File: src/rtl/encoder_8b10b_tx.sv
// Transmit 8b/10b encoder, Clause 36 code tables, one-cycle registered latency.
// Optional macro IDLE_COMMA_EN: emit K28.5 commas on idle cycles.
module encoder_8b10b_tx #(
    parameter logic INIT_RD = 1'b0
) (
    input  logic       BitCLK_10,
    input  logic       Reset,
    input  logic [7:0] TxParallel_8,
    input  logic       TxDataK,
    input  logic       TxValid,
    output logic [9:0] TxParallel_10,
    output logic       TxValid_10,
    output logic       TxRD,
    output logic       code_error
);

    logic       rd;
    logic [4:0] x;
    logic [2:0] y;
    logic       k_req;
    logic       k_legal;
    logic       k_enc;
    logic       illegal;
    logic [5:0] six_m;
    logic [5:0] six;
    logic       flip6;
    logic       rd_mid;
    logic       a7;
    logic [3:0] four_m;
    logic [3:0] four;
    logic       flip4;
    logic       rd_next;
    logic [9:0] sym;

    // 5b/6b codes in abcdei order (a = MSB) for RD-
    function automatic logic [5:0] six_minus(input logic [4:0] v);
        logic [5:0] c;
        unique case (v)
            5'd0:  c = 6'b100111;
            5'd1:  c = 6'b011101;
            5'd2:  c = 6'b101101;
            5'd3:  c = 6'b110001;
            5'd4:  c = 6'b110101;
            5'd5:  c = 6'b101001;
            5'd6:  c = 6'b011001;
            5'd7:  c = 6'b111000;
            5'd8:  c = 6'b111001;
            5'd9:  c = 6'b100101;
            5'd10: c = 6'b010101;
            5'd11: c = 6'b110100;
            5'd12: c = 6'b001101;
            5'd13: c = 6'b101100;
            5'd14: c = 6'b011100;
            5'd15: c = 6'b010111;
            5'd16: c = 6'b011011;
            5'd17: c = 6'b100011;
            5'd18: c = 6'b010011;
            5'd19: c = 6'b110010;
            5'd20: c = 6'b001011;
            5'd21: c = 6'b101010;
            5'd22: c = 6'b011010;
            5'd23: c = 6'b111010;
            5'd24: c = 6'b110011;
            5'd25: c = 6'b100110;
            5'd26: c = 6'b010110;
            5'd27: c = 6'b110110;
            5'd28: c = 6'b001110;
            5'd29: c = 6'b101110;
            5'd30: c = 6'b011110;
            5'd31: c = 6'b101011;
        endcase
        return c;
    endfunction

    always_comb begin
        x     = TxParallel_8[4:0];
        y     = TxParallel_8[7:5];
        k_req = TxDataK;
`ifdef IDLE_COMMA_EN
        if (!TxValid) begin
            x     = 5'd28;
            y     = 3'd5;
            k_req = 1'b1;
        end
`endif
        k_legal = (x == 5'd28) ||
                  ((y == 3'd7) &&
                   (x == 5'd23 || x == 5'd27 ||
                    x == 5'd29 || x == 5'd30));
        k_enc   = k_req && k_legal;
        illegal = k_req && !k_legal;
    end

    // 5b/6b stage; D.7 is balanced but still has two forms
    always_comb begin
        six_m  = (k_enc && x == 5'd28) ? 6'b001111 : six_minus(x);
        flip6  = ($countones(six_m) != 3) || (x == 5'd7);
        six    = (rd && flip6) ? ~six_m : six_m;
        rd_mid = rd ^ ($countones(six) != 3);
    end

    // 3b/4b stage, selected by the mid-symbol disparity
    always_comb begin
        a7 = (y == 3'd7) &&
             (k_enc ||
              (!rd_mid && (x == 5'd17 || x == 5'd18 || x == 5'd20)) ||
              (rd_mid && (x == 5'd11 || x == 5'd13 || x == 5'd14)));
        unique case (y)
            3'd0: four_m = 4'b1011;
            3'd1: four_m = k_enc ? 4'b0110 : 4'b1001;
            3'd2: four_m = k_enc ? 4'b1010 : 4'b0101;
            3'd3: four_m = 4'b1100;
            3'd4: four_m = 4'b1101;
            3'd5: four_m = k_enc ? 4'b0101 : 4'b1010;
            3'd6: four_m = k_enc ? 4'b1001 : 4'b0110;
            3'd7: four_m = a7 ? 4'b0111 : 4'b1110;
        endcase
        flip4 = ($countones(four_m) != 2) || (y == 3'd3) ||
                (k_enc && (y == 3'd1 || y == 3'd2 ||
                           y == 3'd5 || y == 3'd6));
        four    = (rd_mid && flip4) ? ~four_m : four_m;
        rd_next = rd_mid ^ ($countones(four) != 2);
        sym     = {four[0], four[1], four[2], four[3],
                   six[0], six[1], six[2], six[3], six[4], six[5]};
    end

    always_ff @(posedge BitCLK_10) begin
        if (Reset) begin
            TxParallel_10 <= 10'h000;
            TxValid_10    <= 1'b0;
            code_error    <= 1'b0;
            rd            <= INIT_RD;
        end else if (TxValid) begin
            TxParallel_10 <= sym;
            TxValid_10    <= 1'b1;
            code_error    <= illegal;
            rd            <= rd_next;
        end else begin
            TxValid_10    <= 1'b0;
`ifdef IDLE_COMMA_EN
            TxParallel_10 <= sym;
            code_error    <= 1'b0;
            rd            <= rd_next;
`endif
        end
    end

    assign TxRD = rd;

endmodule

File: config.mk
export PLATFORM = sky130hd
export DESIGN_NAME = encoder_8b10b_tx
export DESIGN_NICKNAME = d
export VERILOG_FILES = /design/src/rtl/encoder_8b10b_tx.sv
export SDC_FILE = /design/constraint.sdc
export NUM_CORES = 1
export LEC_CHECK = 0
export CAP_MARGIN = 20
export CORE_UTILIZATION = 50
export DETAILED_ROUTE_END_ITERATION = 16
export DONT_BUFFER_PORTS = 1
export PLACE_DENSITY = 0.72
export SYNTH_ARGS = -nofsm -noshare
export SYNTH_HDL_FRONTEND = slang
export SYNTH_SLANG_ARGS = --single-unit
File: constraint.sdc
create_clock -name BitCLK_10 -period 31.8 [get_ports BitCLK_10]
set_clock_uncertainty 0.2 [all_clocks]
set_input_delay 3.18 -clock BitCLK_10 [delete_from_list [all_inputs] [get_ports BitCLK_10]]
set_output_delay 3.18 -clock BitCLK_10 [all_outputs]
set_load 0.005 [all_outputs]
Word-level counts from Yosys, hierarchy flattened. Memory sizes are Yosys's and may differ from the RTL's. Cells that the tools add are included.

RAM bits: 0. Input port bits: 12. Output and inout port bits: 13. ROM bits: 192. Memories: 1. Logic and storage cells: 87. Bits in latches: 0. Register bits after elaboration: 13.

Memories: (no name shown) (depth 32, width 6, read ports 1, clocked after memory_dff 0, write ports 0, line 38) `unique case (v)`.

Shifts and indexed selects: 0. $mul: 0. Add/sub/neg operators: 16. Mux-type cells: 10. Div/mod/pow operators: 0. Bitwise logic cells: 4. Reductions and logical operators: 29. Order comparisons: 0. Equal/unequal tests: 23.

Operators by type and width (count): == test 5 bit (second input constant) (8); case mux 4 bit (8 select lines) (1); 2-to-1 mux 4 bit (6); adder 1 x 1 -> 2 bit (10); logical OR 1 bit (16); == test 5 x 4 -> 1 bit (second input constant) (3); adder 2 x 2 -> 3 bit (4); == test 3 bit (second input constant) (4); 2-to-1 mux 6 bit (2); logical AND 1 bit (10); adder 3 x 2 -> 4 bit (2); != test 4 x 2 -> 1 bit (second input constant) (2); == test 3 x 2 -> 1 bit (second input constant) (2); != test 3 x 2 -> 1 bit (second input constant) (2); NOT 6 bit (1); == test 5 x 3 -> 1 bit (second input constant) (1); NOT 4 bit (1); == test 3 x 1 -> 1 bit (second input constant) (1); zero test 3 bit (1); zero test 1 bit (2); XOR 1 bit (2); 2-to-1 mux 1 bit (1).

Logic depth before layout (Yosys ltp). Gate-level depths: netlist of the first run.

Depth after elaboration: 39. Depth in mapped cells: 43. Gate-level depth less buffers: 42.

Least setup slack after synthesis of the first run. OpenSTA, ideal clock, no wires.

Kind: input-to-reg. Start point: in TxParallel_8[3]. End point: reg rd (netlist: TxRD). Path slack: 19.441 ns. Arrival: 12.031 ns. Library setup time: 0.128 ns. Data required time: 31.472 ns. Cell stages on the path: 40. Buffers on the path: 3. Cell sequence: buf_2 buf_2 nor2b_1 o2bb2ai_1 a211oi_1 a31oi_1 inv_1 fa_1 fa_1 ha_1 inv_1 fa_1 o31ai_4 xnor2_1 ha_1 inv_1 fa_1 inv_1 [... 4 more ...] xnor2_2 mux2i_1 a31oi_2 fa_1 ha_1 ha_1 a2111oi_2 or2_1 buf_2 o31ai_4 xor2_1 ha_1 ha_1 ha_1 and3_1 o21ai_0 xor2_1 nor2_1.

Word-level cells in the longest chain between the ends: 39. Elaborated cells between the ends (all ways): 69. Those cells by class: add/sub: 16; eq/ne: 16; mux: 9; bitwise: 4; reduce/logical: 23; memory: 1.

Ends and longest elaborated chain: from (decl) (line 8) `input logic [7:0] TxParallel_8,`; == test 5 bit (line 88) `(x == 5'd23 || x == 5'd27 ||`; logical OR 1 bit (2 in a row) (line 88); logical OR 1 bit (line 89) `x == 5'd29 || x == 5'd30));`; logical AND 1 bit (line 87) `((y == 3'd7) &&`; logical OR 1 bit (line 86) `k_legal = (x == 5'd28) ||`; logical AND 1 bit (line 90) `k_enc = k_req && k_legal;`; logical AND 1 bit (line 96) `six_m = (k_enc && x == 5'd28) ? 6'b001111 : six_minus(x);`; 2-to-1 mux 6 bit (line 96); [... 7 more ...]; net six[3] (line 25) `logic [5:0] six;`; [... 15 more ...]; logical OR 1 bit (2 in a row) (line 118) `flip4 = ($countones(four_m) != 2) || (y == 3'd3) ||`; logical AND 1 bit (line 121) `four = (rd_mid && flip4) ? ~four_m : four_m;`; 2-to-1 mux 4 bit (*) (line 121); net four[3] (line 30) `logic [3:0] four;`; adder 1 x 1 -> 2 bit (implied by the code) (*) (line 122) `rd_next = rd_mid ^ ($countones(four) != 2);`; adder 2 x 2 -> 3 bit (implied by the code) (*) (line 122); != test 3 x 2 -> 1 bit (*) (line 122); XOR 1 bit (*) (line 122); to (signal assigned) (line 137) `rd <= rd_next;`; to (decl) (line 17) `logic rd;`.

The timed path passes the listed nets; every way through them passes the cells marked *. A chain may end at the register's enable or synchronous reset.

Final worst setup path of the first run.
Start point: in TxParallel_8[1]. End point: reg rd (netlist: TxRD).

Same word-level chain as after synthesis.

==> flow_metrics.env, run 1 <==
export IMPL_die_y_um=60.6
export IMPL_clk_latency_ns=0.27
export IMPL_syn_inst=203
export IMPL_async_reset_ff_share_pct=0
export IMPL_syn_nets=239
export IMPL_clk_pin_slew_ns=0.08
export IMPL_gp_congestion=0.871
export IMPL_fmax_mhz=77.0
export IMPL_cts_setup_buffers=0
export IMPL_drt_iter0_drc=87
export IMPL_die_w_um=60.6
export IMPL_seq_area_frac_synth_pct=15.2
export IMPL_grt_max_degree=30
export IMPL_dr_total_vias=1454
export IMPL_htree_levels=1
export IMPL_core_mm2=0.00315
export IMPL_max_stage_delay_ns=0.73
export IMPL_route_detailed_drc=0
export IMPL_yosysWarnings=0
export IMPL_total_power_w=0.000111
export IMPL_antenna_cells=0
export IMPL_cts_buffer_depth=2
export IMPL_leakage_nw=0.724
export IMPL_period_needed_ns=12.98
export IMPL_end_kind="register"
export IMPL_ant_nets=0
export IMPL_fin_tns_setup_ns=0
export IMPL_hold_class="register to register"
export IMPL_synth_area_mm2=0.00171
export IMPL_overflow=0
export IMPL_cpMaxStageDelayCell="o311ai_0"
export IMPL_period_share_pct=40.8
export IMPL_finalHoldViolations=0
export IMPL_first_pass_iters=4
export IMPL_required_ns=31.78
export IMPL_synth_area_top_cells="dfxtp_1 (15%), ha_1 (13%), fa_1 (7.0%)"
export IMPL_cts_hold_fix_buffers=0
export IMPL_cts_num_sinks=13
export IMPL_io_buffers=0
export IMPL_ys_ff_latch=13
export IMPL_grtUsageTotal_pct=20.8
export IMPL_ios=25
export IMPL_slew_headroom_pct=39.8
export IMPL_drt_total_wl_mm=3.59
export IMPL_maxCapViolCount=0
export IMPL_crit_path_start_kind="input port"
export IMPL_synthDistinctLibCells=58
export IMPL_placementRows=20
export IMPL_antenna_found_initial=0
export IMPL_worst_path_buf_inv=6
export IMPL_cts_tree="yes"
export IMPL_drt_wirelength_per_cell_um=15.1
export IMPL_grt_pass1_vias=1272
export IMPL_hold_depth=2
export IMPL_arrival_ns=12.95
export IMPL_nNetsFinal=231
export IMPL_synth_edff_count=0
export IMPL_dieArea_mm2=0.00367
export IMPL_synth_avg_cell_area_um2=8.44
export IMPL_start_util_pct=54.4
export IMPL_dpl_hpwl_mm=2.81
export IMPL_crit_cells=36
export IMPL_synth_top_cell_area_share_pct=15.2
export IMPL_outcome="finished clean"
export IMPL_tightest_slew_ns=0.891
export IMPL_rsz0062_at_grt="no"
export IMPL_cts_buffers=3
export IMPL_slew_viol_final=0
export IMPL_reg2reg_depth=27
export IMPL_peakVddDrop_mv=0.0210
export IMPL_clockRootBuffer="clkbuf_4"
export IMPL_grt_pass1_wl_mm=5.75
export IMPL_vias_per_cell=6.11
export IMPL_cp_top_family="adder cells"
export IMPL_yosys_area_top_type="dfxtp_1"
export IMPL_pwr_density_cell_mw_per_mm2=63.8
export IMPL_cpMostUsedCell="ha_1"
export IMPL_crit_fanout=7
export IMPL_drive_gt1_share_pct=9.79
export IMPL_criticalPathCategory="input port to register"
export IMPL_area_growth_pct=1.09
export IMPL_setup_viol=0
export IMPL_synth_ff_type="dfxtp_1"
export IMPL_post_cts_resized=0
-- metrics by stage --
stage               hold slack [ns]  instances  worst slack, ns  util (%)  instance area (um^2)
floorplan                     0.257        203            19.44         -                  1710
global placement              0.284        234            18.89      54.1                  1710
detailed placement            0.286        234            18.59      54.1                  1710
CTS                           0.299        238            18.86      55.0                  1730
global route                  0.318        238            18.23      55.0                  1730
finish                        0.299        238            18.82      55.0                  1730
-- final timing paths --
kind | from | end | slack (ns)
min reg2reg | code_error | code_error | 0.30
max reg2reg | TxRD | TxRD | 24.52
min | code_error | code_error | 0.30
max | TxParallel_8[1] | TxRD | 18.82
-- cell type report --
type / count / area, um^2
clock buffers: 4 / 26.3
fillers: 312 / 1420
inverters: 17 / 63.8
multi-input cells: 160 / 1330
flip-flops and latches: 13 / 260
well taps: 44 / 55.1
-- per-layer routing --
metal	global-route usage (%)	vias up	part of all wire, %
met2	35.9	56	51
met3	2.13	6	4.3
met5	0	-	0
met1	27.2	690	43
met4	6.82	0	1.1
li1	-	702	-
-- Yosys cell counts, drive strengths merged (2+ instances only) --
cell type  count
xor2           6
nand2         14
a22oi          2
o211ai         3
a211oi         3
and4           2
inv           17
o211a          2
nand2b         3
nor2          19
a21o           3
clkbuf         2
nand3b         5
o31ai          2
and3           2
dfxtp         13
fa             6
o311ai         2
o21ai          9
a2111oi        3
mux2i          6
nor3b          2
xnor2          7
a21oi          7
o22ai          2
mux2           2
or2            2
buf           11
a31oi          3
nand3          4
ha            18
nor2b          4
-- layout by cell type, fill, tap and decap left out, types with 4 or more instances in the layout --
cell type / instances
a21oi_1: 7
dfxtp_1: 13
fa_1: 6
ha_1: 18
inv_1: 17
mux2i_1: 6
nand2_1: 14
nand3_1: 4
nand3b_1: 5
nor2_1: 19
o21ai_0: 8
xnor2_1: 6
xor2_1: 6
-- sequential cells by signal, indices dropped and copies added (netlist names) --
register       cells
TxParallel_10     10
TxRD               1
TxValid_10         1
code_error         1
-- cells by family after synthesis --
family,count (synthesis),synth area share [%]
AND/OR/NAND/NOR,63,20.1
AO/OA/AOI/OAI,51,23.9
buffers and inverters,30,7.37
adder cells (fa/ha/maj),24,20.1
XOR/XNOR,13,7.08
flip-flops,13,15.2
multiplexers,9,6.13
-- report_power, final --
part	switching, W	leakage, nW	internal (W)	total (W)
clock	0.00000508	0.0150	0.00000486	0.00000994
sequential	0.00000282	0.108	0.0000197	0.0000225
combinational	0.0000429	0.601	0.0000352	0.0000781
-- tightest hold or removal path: stages (launching register included) --
cell	delay, ns
dfxtp_1	0.34
nand2_1	0.07
a21oi_1	0.05
(Power assumes the default switching activity.)
==> run 2, diff against run 1 <==
--- a/config.mk
+++ b/config.mk
@@ -9,7 +9,7 @@
 export CORE_UTILIZATION = 50
 export DETAILED_ROUTE_END_ITERATION = 16
 export DONT_BUFFER_PORTS = 1
-export PLACE_DENSITY = 0.72
+export PLACE_DENSITY = 0.75
 export SYNTH_ARGS = -nofsm -noshare
 export SYNTH_HDL_FRONTEND = slang
 export SYNTH_SLANG_ARGS = --single-unit
==> constraint.sdc (replaced) <==
create_clock -name BitCLK_10 -period 10.45 [get_ports BitCLK_10]
set_clock_uncertainty 0.2 [all_clocks]
set_input_delay 1.045 -clock BitCLK_10 [delete_from_list [all_inputs] [get_ports BitCLK_10]]
set_output_delay 1.045 -clock BitCLK_10 [all_outputs]
set_load 0.005 [all_outputs]
==> flow_metrics.env, run 2 (synthesized netlist as in run 1, its figures left out) <==
export IMPL_outcome="finished clean"
export IMPL_placementRows=20
export IMPL_clk_pin_slew_ns=0.08
export IMPL_antenna_cells=0
export IMPL_startpoint="TxParallel_8[1]"
export IMPL_clockRootBuffer="clkbuf_4"
export IMPL_clk_latency_ns=0.27
export IMPL_core_mm2=0.00315
export IMPL_end_kind="register"
export IMPL_arrival_ns=9.98
export IMPL_layout_commonest_cell="nor2_1"
export IMPL_required_ns=10.43
export IMPL_leakage_nw=0.746
export IMPL_ios=25
export IMPL_dpl_hpwl_mm=2.93
export IMPL_cts_tree="yes"
export IMPL_dieArea_mm2=0.00367
export IMPL_p_seq_share_pct=18.2
export IMPL_utilization_pct=58.7
export IMPL_first_pass_iters=4
export IMPL_multi_input_area_mm2=0.00140
export IMPL_n_fill_cell=289
export IMPL_criticalPathCategory="input port to register"
export IMPL_p_comb_share_pct=73.3
export IMPL_largest_reg_flops=10
export IMPL_gp_congestion=0.851
export IMPL_final_area_mm2=0.00185
export IMPL_reg2reg_depth=27
export IMPL_io_buffers=0
export IMPL_drt_total_wl_mm=3.84
export IMPL_switchingPower_w=0.000170
export IMPL_final_cell_mix="nor2_1 (19), inv_1 (16), ha_1 (15)"
export IMPL_max_stage_delay_ns=0.56
export IMPL_period_share_pct=95.7
export IMPL_htree_levels=1
export IMPL_ant_nets=0
export IMPL_pwr_density_cell_mw_per_mm2=204
export IMPL_cpMostUsedCell="ha_1"
export IMPL_cts_buffers=3
export IMPL_cts_hold_fix_buffers=0
export IMPL_slew_viol_final=0
export IMPL_grtUsageTotal_pct=22.8
export IMPL_r2r_slack_ns=3.60
export IMPL_regMostFlops="TxParallel_10"
export IMPL_swShare_pct=45.1
export IMPL_area_growth_pct=7.96
export IMPL_grt_pass1_wl_mm=6.39
export IMPL_regArea_um2=260
export IMPL_vias_per_cell=6.01
export IMPL_crit_fanout=6
export IMPL_die_w_um=60.6
export IMPL_maxCapViolCount=0
export IMPL_start_util_pct=54.4
export IMPL_setup_viol=0
export IMPL_dr_total_vias=1461
export IMPL_timing_rr_end="TxRD"
export IMPL_fmax_mhz=100
export IMPL_die_y_um=60.6
export IMPL_nNetsFinal=236
export IMPL_crit_path_start_kind="input port"
export IMPL_finalHoldViolations=0
export IMPL_antenna_found_initial=0
export IMPL_cpMaxStageDelayCell="fa_1"
export IMPL_grt_pass1_vias=1395
export IMPL_fin_tns_setup_ns=0
export IMPL_drt_iter0_drc=106
export IMPL_dpl_cell_area_mm2=0.00173
export IMPL_total_power_w=0.000377
export IMPL_slew_headroom_pct=58.2
export IMPL_route_detailed_drc=0
export IMPL_hold_class="register to register"
export IMPL_period_needed_ns=10.00
export IMPL_overflow=0
export IMPL_cts_num_sinks=13
export IMPL_cts_buffer_depth=2
export IMPL_endpoint="TxRD"
export IMPL_cell_internal_pwr_w=0.000207
export IMPL_p_clk_share_pct=8.5
export IMPL_grt_max_degree=30
export IMPL_tightest_slew_ns=0.620
export IMPL_peakVddDrop_mv=0.0696
export IMPL_drive_gt1_share_pct=17.1
export IMPL_reg2reg_from="TxRD"
export IMPL_drt_wirelength_per_cell_um=15.8
run 2: cell types whose count changed in the layout (fill, tap and decap cells not counted), sizes merged:
cell      before  now
buf            0    5
clkinvlp       0    1
inv           17   16
run 2: power groups by stage:
stage                     Sequential (W)  Combinational, W  Clock [W]
after floorplan                0.0000677          0.000205          0
final                          0.0000686          0.000276  0.0000321
after detailed placement       0.0000701          0.000248          0
after global placement         0.0000695          0.000229          0
after global routing           0.0000701          0.000313  0.0000357
after CTS                      0.0000689          0.000249  0.0000323
run 2: metrics by stage:
step,setup WS (ns),std cells,hold WS (ns)
after floorplan,0.226,203,0.257
after global placement,0.152,237,0.282
after detailed placement,-0.192,237,0.283
after CTS,0.0995,241,0.294
after global routing,-0.0261,243,0.312
final,0.447,243,0.297
run 2: repair_timing:
action,CTS,global route
setup buffers,0,2
setup endpoints to repair,0,1
gates resized for setup,0,15
run 2: worst min path at each step:
stage	startpoint	end	slack (ns)	depth (start not counted)
6_report	code_error	code_error	0.30	2
2_1_floorplan	code_error	code_error	0.26	2
3_3_place_gp	code_error	code_error	0.28	2
3_5_place_dp	code_error	code_error	0.28	2
4_1_cts	code_error	code_error	0.29	2
5_1_grt	code_error	code_error	0.31	2
run 2: worst max-delay path: cells and delay by family:
kind,cells,cell delay [ns]
AOI/OAI and AO/OA,8,1.49
adders and majority gates,15,5.05
and+or+nand+nor,5,0.81
muxes,1,0.37
xor gates and xnor gates,4,0.75
buffers and inverters,6,0.45
run 2: layer usage:
layer  global-route usage [%]  share of wire (%)  vias to the layer above
met5                        0                  0                        -
met3                     4.26                2.4                        8
met2                     40.8                 52                       29
li1                         -                  -                      716
met4                     6.17                1.6                        0
met1                     27.9                 44                      708
run 2: layout make-up:
| type | count | share of cell area, % |
|---|---|---|
| clock buffers | 4 | 1.42 |
| flip-flops and latches | 13 | 14.1 |
| multi-input cells | 160 | 75.9 |
| well taps | 44 | 2.97 |
| repair buffers | 5 | 2.03 |
| inverters | 17 | 3.65 |
